$ cat config.mk
export PLATFORM = sky130hd
export DESIGN_NAME = char_pwm_array_gen
export DESIGN_NICKNAME = d
export VERILOG_FILES = /design/src/rtl/char_pwm_array_gen.sv
export SDC_FILE = /design/constraint.sdc
export NUM_CORES = 1
export LEC_CHECK = 0
export CORE_UTILIZATION = 55
export CTS_CLUSTER_SIZE = 25
export DETAILED_ROUTE_END_ITERATION = 12
export PLACE_DENSITY = 0.75
export SKIP_CTS_REPAIR_TIMING = 1
export SYNTH_ARGS = -nofsm -noshare
export SYNTH_HDL_FRONTEND = slang
export SYNTH_SLANG_ARGS = --single-unit
$ cat constraint.sdc
create_clock -name clk -period 2.1 [get_ports clk]
set_clock_uncertainty 0.05 [all_clocks]
set_input_delay 0.42 -clock clk [delete_from_list [all_inputs] [get_ports clk]]
set_output_delay 0.42 -clock clk [all_outputs]
set_load 0.005 [all_outputs]
$ cat src/rtl/char_pwm_array_gen.sv
// Multi-pixel character PWM generator: NUM_PIXELS PWM lines driven from a run-time-writable pattern table.
// Optional macro CHAR_PWM_PHASE_STAGGER_EN offsets each pixel's compare phase to spread rising edges.
module char_pwm_array_gen #(
  parameter int NUM_CHARS  = 4,
  parameter int NUM_PIXELS = 9,
  parameter int DUTY_W     = 8,
  parameter int FRAME_W    = 8,
  parameter int CHAR_W     = 2,
  parameter int PIX_W      = 4
) (
  input  logic                  clk,
  input  logic                  rst_n,
  input  logic                  wr_en,
  input  logic [CHAR_W-1:0]     wr_char,
  input  logic [PIX_W-1:0]      wr_pixel,
  input  logic [DUTY_W-1:0]     wr_duty,
  input  logic [CHAR_W-1:0]     char_select,
  input  logic [FRAME_W-1:0]    frames,
  input  logic                  start,
  input  logic                  stop,
  output logic [NUM_PIXELS-1:0] pwm_out,
  output logic [CHAR_W-1:0]     active_char,
  output logic                  period_tick,
  output logic                  busy,
  output logic                  done
);

  localparam logic [DUTY_W-1:0]  CNT_ZERO = {DUTY_W{1'b0}};
  localparam logic [DUTY_W-1:0]  CNT_ONE  = {{(DUTY_W-1){1'b0}}, 1'b1};
  localparam logic [DUTY_W-1:0]  CNT_MAX  = {DUTY_W{1'b1}};
  localparam logic [FRAME_W-1:0] FR_ZERO  = {FRAME_W{1'b0}};
  localparam logic [FRAME_W-1:0] FR_ONE   = {{(FRAME_W-1){1'b0}}, 1'b1};
`ifdef CHAR_PWM_PHASE_STAGGER_EN
  localparam int STAGGER_STEP = (1 << DUTY_W) / NUM_PIXELS;
`endif

  typedef enum logic [0:0] {
    ST_IDLE = 1'b0,
    ST_RUN  = 1'b1
  } state_t;

  state_t             state_r;
  logic [DUTY_W-1:0]  table_r       [NUM_CHARS][NUM_PIXELS];
  logic [DUTY_W-1:0]  shadow_r      [NUM_PIXELS];
  logic [DUTY_W-1:0]  shadow_next_s [NUM_PIXELS];
  logic [NUM_PIXELS-1:0] cmp_s;
  logic [DUTY_W-1:0]  cnt_r;
  logic [FRAME_W-1:0] frames_left_r;

  // Pattern table write port; indices with no matching entry fall through the loops and are dropped.
  always_ff @(posedge clk or negedge rst_n) begin
    if (!rst_n) begin
      for (int c = 0; c < NUM_CHARS; c++) begin
        for (int p = 0; p < NUM_PIXELS; p++) begin
          table_r[c][p] <= {DUTY_W{1'b0}};
        end
      end
    end else if (wr_en) begin
      for (int c = 0; c < NUM_CHARS; c++) begin
        for (int p = 0; p < NUM_PIXELS; p++) begin
          if (wr_char == CHAR_W'(c) && wr_pixel == PIX_W'(p)) begin
            table_r[c][p] <= wr_duty;
          end
        end
      end
    end
  end

  // Row of the table selected by char_select; launch and wrap both load the shadow from it.
  always_comb begin
    for (int p = 0; p < NUM_PIXELS; p++) begin
      shadow_next_s[p] = {DUTY_W{1'b0}};
    end
    for (int c = 0; c < NUM_CHARS; c++) begin
      for (int p = 0; p < NUM_PIXELS; p++) begin
        shadow_next_s[p] = (char_select == CHAR_W'(c)) ? table_r[c][p] : shadow_next_s[p];
      end
    end
  end

  // Per-pixel duty compare against the (optionally phase-shifted) period counter.
  always_comb begin
    logic [DUTY_W-1:0] phase_s;
    phase_s = cnt_r;
    for (int p = 0; p < NUM_PIXELS; p++) begin
`ifdef CHAR_PWM_PHASE_STAGGER_EN
      phase_s = cnt_r + DUTY_W'(p * STAGGER_STEP);
`else
      phase_s = cnt_r;
`endif
      cmp_s[p] = (phase_s < shadow_r[p]);
    end
  end

  // Control FSM with registered outputs; stop wins over wrap and completion in the same cycle.
  always_ff @(posedge clk or negedge rst_n) begin
    if (!rst_n) begin
      state_r       <= ST_IDLE;
      cnt_r         <= CNT_ZERO;
      frames_left_r <= FR_ZERO;
      active_char   <= {CHAR_W{1'b0}};
      pwm_out       <= {NUM_PIXELS{1'b0}};
      period_tick   <= 1'b0;
      busy          <= 1'b0;
      done          <= 1'b0;
      for (int p = 0; p < NUM_PIXELS; p++) begin
        shadow_r[p] <= {DUTY_W{1'b0}};
      end
    end else begin
      period_tick <= 1'b0;
      done        <= 1'b0;
      case (state_r)
        ST_IDLE: begin
          pwm_out <= {NUM_PIXELS{1'b0}};
          if (start && !stop) begin
            active_char   <= char_select;
            frames_left_r <= frames;
            cnt_r         <= CNT_ZERO;
            shadow_r      <= shadow_next_s;
            busy          <= 1'b1;
            state_r       <= ST_RUN;
          end
        end
        ST_RUN: begin
          if (stop) begin
            pwm_out <= {NUM_PIXELS{1'b0}};
            busy    <= 1'b0;
            state_r <= ST_IDLE;
          end else begin
            pwm_out <= cmp_s;
            cnt_r   <= cnt_r + CNT_ONE;
            if (cnt_r == CNT_MAX) begin
              period_tick <= 1'b1;
              if (frames_left_r == FR_ONE) begin
                busy    <= 1'b0;
                done    <= 1'b1;
                state_r <= ST_IDLE;
              end else begin
                // frames_left of zero means continuous mode and is never decremented
                if (frames_left_r != FR_ZERO) begin
                  frames_left_r <= frames_left_r - FR_ONE;
                end
                active_char <= char_select;
                shadow_r    <= shadow_next_s;
              end
            end
          end
        end
        default: begin
          pwm_out <= {NUM_PIXELS{1'b0}};
          busy    <= 1'b0;
          state_r <= ST_IDLE;
        end
      endcase
    end
  end

endmodule

==> impl_metrics.json <==
{
  "status": "finished with violations",
  "violations": "setup timing",
  "rrSetupSlack_ps": -50,
  "antenna_found_initial": 1,
  "ys_types": 48,
  "drtIter0Drc": 628,
  "setup_viol": 64,
  "n_fill_cell": 2298,
  "ys_ff_latch": 391,
  "period_minus_slack_ps": 2150,
  "worstRegToRegCells": 6,
  "end_kind": "flip-flop",
  "gp_congestion": 0.840,
  "syn_nets": 1351,
  "cap_viol_max_count": 0,
  "maxClockFrequency_mhz": 464,
  "async_reset_ff_frac": 1.00,
  "clock-sinks": 391,
  "core_um2": 32700,
  "synth-edff-count": 0,
  "clk_pin_slew_ps": 60,
  "htree_levels": 2,
  "rsz0062_at_grt": "yes",
  "fin_util": 0.676,
  "critPathSlowestCell": "or4_4",
  "dp_cells": 1806,
  "max_stage_delay_ps": 560,
  "critical_path.reg2reg.endpoint": "shadow_r[50]",
  "ys.flop_type": "dfrtp_1",
  "overflow": 0,
  "powerDensity_nw_per_um2": 971,
  "drive_above_1_share": 0.457,
  "cp_max_fo": 9,
  "grt_max_degree": 63,
  "irDropWorstVdd_mv": 0.574,
  "wl_per_cell_um": 21.7,
  "required_ps": 2470,
  "total_power_mw": 21.5,
  "dp_hpwl_um": 25700,
  "wl_um": 40900,
  "cts_tree": "built",
  "grt_pass1_vias": 11800,
  "drc_errors": 0,
  "setup_slack_ps": -55.0,
  "placed_area_um2": 20700,
  "dieWidth_um": 185,
  "start_util": 0.562,
  "worstSetupPathType": "flip-flop to flip-flop",
  "worstPathArrival_ps": 2520,
  "path_cells": "or4_4 > nor3_4 > nor2_4 > o21a_4 > buf_4 > mux2_4",
  "nets": 1504,
  "syn-cell-area_um2": 18400,
  "power_leakage_nw": 10.6,
  "fin_cells": 1884,
  "final_area_um2": 22100,
  "numPortBuffers": 42,
  "dieArea_um2": 34100,
  "relSlewSlack": 0.659,
  "ys_warn_count": 0,
  "dr_total_vias": 10800,
  "hold_viol_final": 0,
  "synth.avg_cell_area_um2": 14.6,
  "via_per_inst": 5.75,
  "cts.path.max_buffers": 3,
  "syn-instance-count": 1256,
  "grt_use_total": 0.256,
  "start_kind": "flip-flop",
  "hp-class": "primary input to asynchronous set/reset pin",
  "tightest_slew_ps": 511,
  "numCtsBuffers": 42,
  "row_count": 66,
  "die_h_um": 185,
  "root_buffer": "clkbuf_16",
  "first_pass_iters": 5,
  "timing.final.crit_share": 1.03,
  "pin_count": 43,
  "clk-insertion-delay-late_ps": 540,
  "reg2reg_from": "frames_left_r[4]",
  "synth-seq-area-share": 0.532,
  "ant_nets": 0,
  "num_antenna_cells": 0,
  "slew_violations": 0,
  "area_growth_pct": 20.2,
  "grt_pass1_wl_um": 66200
}
[synthesized netlist by cell type (11+ instances only)]
cell type    n  area, um2
a21oi_1     24        120
mux2_4      49        736
mux4_2      72       1620
mux2_2     313       3520
inv_1       71        267
nand3_1     11       55.1
ha_1        66        826
o21ai_0     18       90.1
clkbuf_1    48        180
nand2b_1    15       93.8
nand2_1     43        161
nor2_1      18       67.6
dfrtp_1    391       9780
a21o_1      18        135
a31oi_1     11       68.8
[worst max-delay path: cells and delay by family (launching register included)]
kind | cells | cell delay (ps)
muxes | 1 | 320
AOI/OAI and AO/OA | 1 | 270
DFF | 1 | 380
buffers and inverters | 1 | 220
and+or+nand+nor | 3 | 800
[how the worst max path moves through the flow]
stage | startpoint | slack, ps | cells after the start | endpoint
2_1_floorplan | char_select[0] | -50 | 4 | shadow_r[10]
3_3_place_gp | wr_pixel[1] | -170 | 7 | table_r[212]
3_5_place_dp | wr_pixel[3] | -180 | 6 | table_r[152]
4_1_cts | frames_left_r[4] | -60 | 6 | shadow_r[50]
5_1_grt | frames_left_r[4] | -100 | 6 | shadow_r[50]
6_report | frames_left_r[4] | -50 | 6 | shadow_r[50]
[power by group]
group          internal, mW  switching [mW]  total [mW]
Clock                  4.44            3.05        7.49
Combinational          2.49            1.94        4.43
Sequential             8.83           0.703        9.53
[registers in the layout (all words and copies together) (netlist names)]
name / count
busy: 1
table_r: 288
state_r: 1
shadow_r: 72
period_tick: 1
frames_left_r: 8
cnt_r: 8
active_char: 2
done: 1
pwm_out: 9
[area by class of cell]
| type | count | area (um2) | share of cell area |
|---|---|---|---|
| multi-input cells | 727 | 8060 | 0.365 |
| repair buffers | 176 | 2000 | 0.0907 |
| clock buffers | 52 | 1160 | 0.0524 |
| clock inverters | 25 | 259 | 0.0117 |
| flip-flops and latches | 391 | 9790 | 0.443 |
| well taps | 442 | 553 | 0.0250 |
| inverters | 71 | 267 | 0.0121 |
[logic make-up (layout without fill, tap and decap cells)]
family,Yosys count,after routing,synth area share
buffers and inverters,138,324,0.0309
AO/OA/AOI/OAI,100,100,0.0357
flip-flops,391,391,0.532
multiplexers,435,435,0.321
XOR/XNOR,4,4,0.00191
AND/OR/NAND/NOR,122,122,0.0336
adder cells (fa/ha/maj),66,66,0.0449
[cell usage in the layout (no fill, tap or decap), drive strengths merged, types with 3 or more instances in the layout]
cell type,netlist,layout
mux2,362,362
a211o,9,9
nor3,7,7
clkinvlp,0,3
ha,66,66
xor2,4,4
dfrtp,391,391
clkbuf,48,52
nand2b,15,15
nand4,8,8
nor2,18,18
nand3,11,11
o41ai,3,3
a21o,18,18
clkdlybuf4s50,0,39
a31oi,11,11
bufinv,0,4
o22ai,4,4
clkinv,0,15
nor2b,4,4
o21ai,18,18
inv,71,74
a21oi,24,24
nor4,3,3
mux4,72,72
buf,19,136
nand2,43,43
or3,4,4
[layer usage]
metal | wire [um] | vias to the layer above | GRT usage
met2 | 20600 | 168 | 0.438
met1 | 18100 | 5688 | 0.344
li1 | - | 4910 | -
met4 | 1050 | 0 | 0.0744
met5 | 0 | - | 0
met3 | 1230 | 66 | 0.0334
[per-stage QoR]
stage                     hold slack (ps)  setup TNS [ps]  worst slack [ps]
after detailed placement              354          -27090              -179
after floorplan                      74.4           -3010             -45.8
after global placement                345          -23720              -173
after global routing                  400           -5140              -102
final                                 392           -1730             -55.0
after CTS                            -211           -2050             -57.8
No activity file was read; power rests on OpenSTA's default activity.
==> variant 1 (same flow settings) <==
Put one more register stage on the output `active_char`, without a reset. The value now appears one clock later. The other outputs are not delayed to match.
--- a/src/rtl/char_pwm_array_gen.sv
+++ b/src/rtl/char_pwm_array_gen.sv
@@ -38,6 +38,8 @@
     ST_IDLE = 1'b0,
     ST_RUN  = 1'b1
   } state_t;
+
+  logic [CHAR_W-1:0] active_char_s0;
 
   state_t             state_r;
   logic [DUTY_W-1:0]  table_r       [NUM_CHARS][NUM_PIXELS];
@@ -98,7 +100,7 @@
       state_r       <= ST_IDLE;
       cnt_r         <= CNT_ZERO;
       frames_left_r <= FR_ZERO;
-      active_char   <= {CHAR_W{1'b0}};
+      active_char_s0 <= {CHAR_W{1'b0}};
       pwm_out       <= {NUM_PIXELS{1'b0}};
       period_tick   <= 1'b0;
       busy          <= 1'b0;
@@ -113,7 +115,7 @@
         ST_IDLE: begin
           pwm_out <= {NUM_PIXELS{1'b0}};
           if (start && !stop) begin
-            active_char   <= char_select;
+            active_char_s0 <= char_select;
             frames_left_r <= frames;
             cnt_r         <= CNT_ZERO;
             shadow_r      <= shadow_next_s;
@@ -140,7 +142,7 @@
                 if (frames_left_r != FR_ZERO) begin
                   frames_left_r <= frames_left_r - FR_ONE;
                 end
-                active_char <= char_select;
+                active_char_s0 <= char_select;
                 shadow_r    <= shadow_next_s;
               end
             end
@@ -155,5 +157,9 @@
     end
   end
 
+  always_ff @(posedge clk) begin
+    active_char <= active_char_s0;
+  end
+
 endmodule
 
Formal check against the unedited RTL: not equivalent (Yosys sat finds a counterexample within 4 cycles, from zero or initial values and one cycle with rst_n low).
==> variant 1 against the unedited design <==
  * Combinational power down 19%
  * Final area shrank 2.3%
  * Setup slack improved by 0.14 ns
  * Sequential cell count grew 2
  * Routed wire length barely moved
  * Worst hold slack got worse by 0.072 ns
  * Area after synthesis down 1.8%
  * Power down 6.6%
==> variant 1: results (changes against the unedited design) <==
metric,value,unit,change
status,"complete, no violations",,
cp.arrival,2.44,ns,-0.08 ns
ys_top_cells_by_count,"dfrtp_1 (391), mux2_2 (297), nand2_1 (101)",,
dr_total_vias,11217,,+3.6%
drt-met1-wl,17970,um,-0.46%
start_util,0.5661,,+0.004108
synthAdderAreaFrac,0.04576,,+0.0008224
crit_path_max_fanout,4,,-5
r2r-end,pwm_out[7]$_DFF_PN0_,,
cp-startpoint,cnt_r[4]$_DFFE_PN0P_,,
place_ws,-0.2308,ns,-0.05155 ns
met1_usage,0.3536,,+0.009695
place_congestion,0.8008,,-4.6%
final_nets,1551,,+3.1%
dpl_cell_area,0.02021,mm^2,-2.2%
grtUsageTotal,0.2602,,+0.003955
syn_nets,1409,,+4.3%
grt_pass1_wl,66990,um,+1.2%
drtPass1Iterations,7,,+2
p_leak,10.16,nW,-3.9%
first_iter_violations,780,,+24%
drive_gt1_frac,0.3931,,-0.06386
dp_cells,1848,,+2.3%
synth_mux_area_frac,0.2775,,-0.04308
synth-async-reset-ratio,0.9949,,-0.005089
finalWirelength,40910,um,about the same
synth-compound-area-share,0.05630,,+0.02062
seq_area_frac_synth,0.5444,,+0.01196
hpwl,26390,um,+2.7%
met3_length,1806,um,+47%
antenna_found_initial,0,,-1
synth_cells,1314,,+4.6%
met3_usage,0.04905,,+0.01562
worst_pin_slew,0.4901,ns,-0.02067 ns
r2r_slack,0.08,ns,+0.14 ns
grt_util_met2,0.4327,,-0.005195
avgViaCountPerCell,5.833,,+1.5%
ir_worst_vdd,573.1,uV,-0.18%
==> variant 1: cell count changes in the layout (fill, tap and decap cells not counted), sizes merged, moves of 8 or more <==
| cell | before | now |
|---|---|---|
| o2111ai | 0 | 9 |
| clkinv | 15 | 5 |
| a211oi | 1 | 18 |
| a31oi | 11 | 1 |
| nand2 | 43 | 105 |
| mux2 | 362 | 299 |
| clkbuf | 52 | 60 |
| o21ai | 18 | 91 |
| a211o | 9 | 0 |
==> variant 1: worst max-delay path: stages, from the launching register on <==
cell and delay, ns:
dfrtp_2 0.44, buf_4 0.18, ha_1 0.29, a21o_1 0.19, a21oi_1 0.14, o21ai_0 0.10
a21o_1 0.20, a211oi_2 0.22, buf_4 0.16
==> variant 1: worst max path at each step <==
| stage | slack, ns | endpoint | depth (start not counted) |
|---|---|---|---|
| 2_1_floorplan | 0.01 | shadow_r[16]$_DFFE_PN0P_ | 7 |
| 3_3_place_gp | -0.17 | table_r[15]$_DFFE_PN0P_ | 6 |
| 3_5_place_dp | -0.23 | table_r[153]$_DFFE_PN0P_ | 6 |
| 4_1_cts | -0.03 | pwm_out[1]$_DFF_PN0_ | 8 |
| 5_1_grt | -0.01 | pwm_out[0]$_DFF_PN0_ | 7 |
| 6_report | 0.08 | pwm_out[7]$_DFF_PN0_ | 8 |
==> variant 1: layout make-up <==
class | count | area [um^2]
clock buffers | 60 | 1177
clock inverters | 14 | 162.7
fillers | 2238 | 10290
inverters | 68 | 255.2
multi-input cells | 778 | 7700
flip-flops and latches | 393 | 9827
well taps | 435 | 544.3
repair buffers | 175 | 1926
==> variant 1: power breakdown <==
part           switching, mW  internal, mW
sequential             0.590          8.66
clock                   2.93          4.27
combinational           1.64          1.93
==> variant 2 (same settings) <==
Without the edit above. Add a define of `CHAR_PWM_PHASE_STAGGER_EN`.
--- a/src/rtl/char_pwm_array_gen.sv
+++ b/src/rtl/char_pwm_array_gen.sv
@@ -1,5 +1,7 @@
 // Multi-pixel character PWM generator: NUM_PIXELS PWM lines driven from a run-time-writable pattern table.
 // Optional macro CHAR_PWM_PHASE_STAGGER_EN offsets each pixel's compare phase to spread rising edges.
+`define CHAR_PWM_PHASE_STAGGER_EN
+
 module char_pwm_array_gen #(
   parameter int NUM_CHARS  = 4,
   parameter int NUM_PIXELS = 9,
Check against the original RTL: not equivalent (Yosys sat finds a counterexample within 4 cycles, from zero or initial values and one cycle with rst_n low).
==> variant 2 against the unedited design <==
  * The flow still finishes with violations (setup timing)
  * Power is 1.6% higher
  * Largest cell class unchanged
  * Sequential power is 0.9% lower
  * Critical endpoint is now pwm_out[1]$_DFF_PN0_
  * Combinational power is 9.5% higher
  * Critical path type unchanged
  * Sequential cell count stayed put
  * Final area is 7.4% higher
  * Via count is 7.4% higher
  * Routed wire length is 6.9% higher
  * Area after synthesis is 3.6% higher
  * Setup slack worse by 0.23 ns
==> variant 2: results (changes against the unedited design) <==
metric,value,unit,change
clkbuf_count,60,,+15%
grt_util_met2,0.4195,,-0.01837
failed_checks,setup timing,,
cpPeakStageDelay,0.52,ns,-0.04 ns
clockPowerShare,0.345,,-0.004
area_share_nonclk_buffers,0.1084,,+0.01772
crit_path_max_fanout,8,,-1
p_total,21.80,mW,+1.6%
grt_start_max_net_pins,68,,+7.9%
crit_family,compound AO/OA/AOI/OAI gates,,
place_congestion,0.8335,,-0.74%
met3_usage,0.03893,,+0.005504
p_leak,11.22,nW,+6.1%
synth_mux_area_frac,0.3126,,-0.007966
first_iter_violations,604,,-3.8%
dp_cells,1923,,+6.5%
setup_violations,84,,+31%
avgViaCountPerCell,5.761,,+0.20%
multiInputGateArea,0.009026,mm^2,+12%
status,"complete, but fails checks",,
cp.arrival,2.79,ns,+0.27 ns
synthAdderAreaFrac,0.05454,,+0.009602
finalWirelength,43730,um,+6.9%
synth-compound-area-share,0.03285,,-0.002822
p_seq,9.44,mW,-0.9%
final_nets,1651,,+9.8%
dr_wl_met2,21690,um,+5.4%
grtUsageTotal,0.2511,,-0.005133
yosys-top-cells-area,"dfrtp_1 (51%), mux2_2 (18%), mux4_2 (8.5%), ha_1 (5.5%), mux2_4 (4.7%)",,
synth-xor-area-share,0.01196,,+0.01005
worst_pin_slew,0.4961,ns,-0.01467 ns
cts_buffers,43,,+2.4%
reg2regPathDepth,10,,+4
met3_length,1710,um,+39%
crit_slowest_cell,dfrtp_2,,
worst_slack,-0.2857,ns,-0.2307 ns
nMultiInputCombCells,787,,+8.3%
-- variant 2: cell types whose count changed after synthesis, sizes merged, moves of 4 or more --
cell,unedited run,this run
a31oi,11,5
ha,66,83
inv,71,85
nand2,43,59
nand3,11,2
nor2,18,25
nor3,7,11
o21ai,18,12
o22ai,4,0
xnor2,0,19
-- variant 2: path summary, 6_finish.rpt --
path	startpoint	end	slack (ns)
min in group clk	char_select[1]	active_char[1]$_DFFE_PN0P_	0.42
setup / recovery	cnt_r[4]$_DFFE_PN0P_	pwm_out[1]$_DFF_PN0_	-0.29
hold reg to reg	table_r[94]$_DFFE_PN0P_	table_r[94]$_DFFE_PN0P_	0.45
max in group asynchronous	rst_n	table_r[138]$_DFFE_PN0P_	0.93
setup reg to reg	cnt_r[4]$_DFFE_PN0P_	pwm_out[1]$_DFF_PN0_	-0.29
hold / removal	rst_n	table_r[242]$_DFFE_PN0P_	0.36
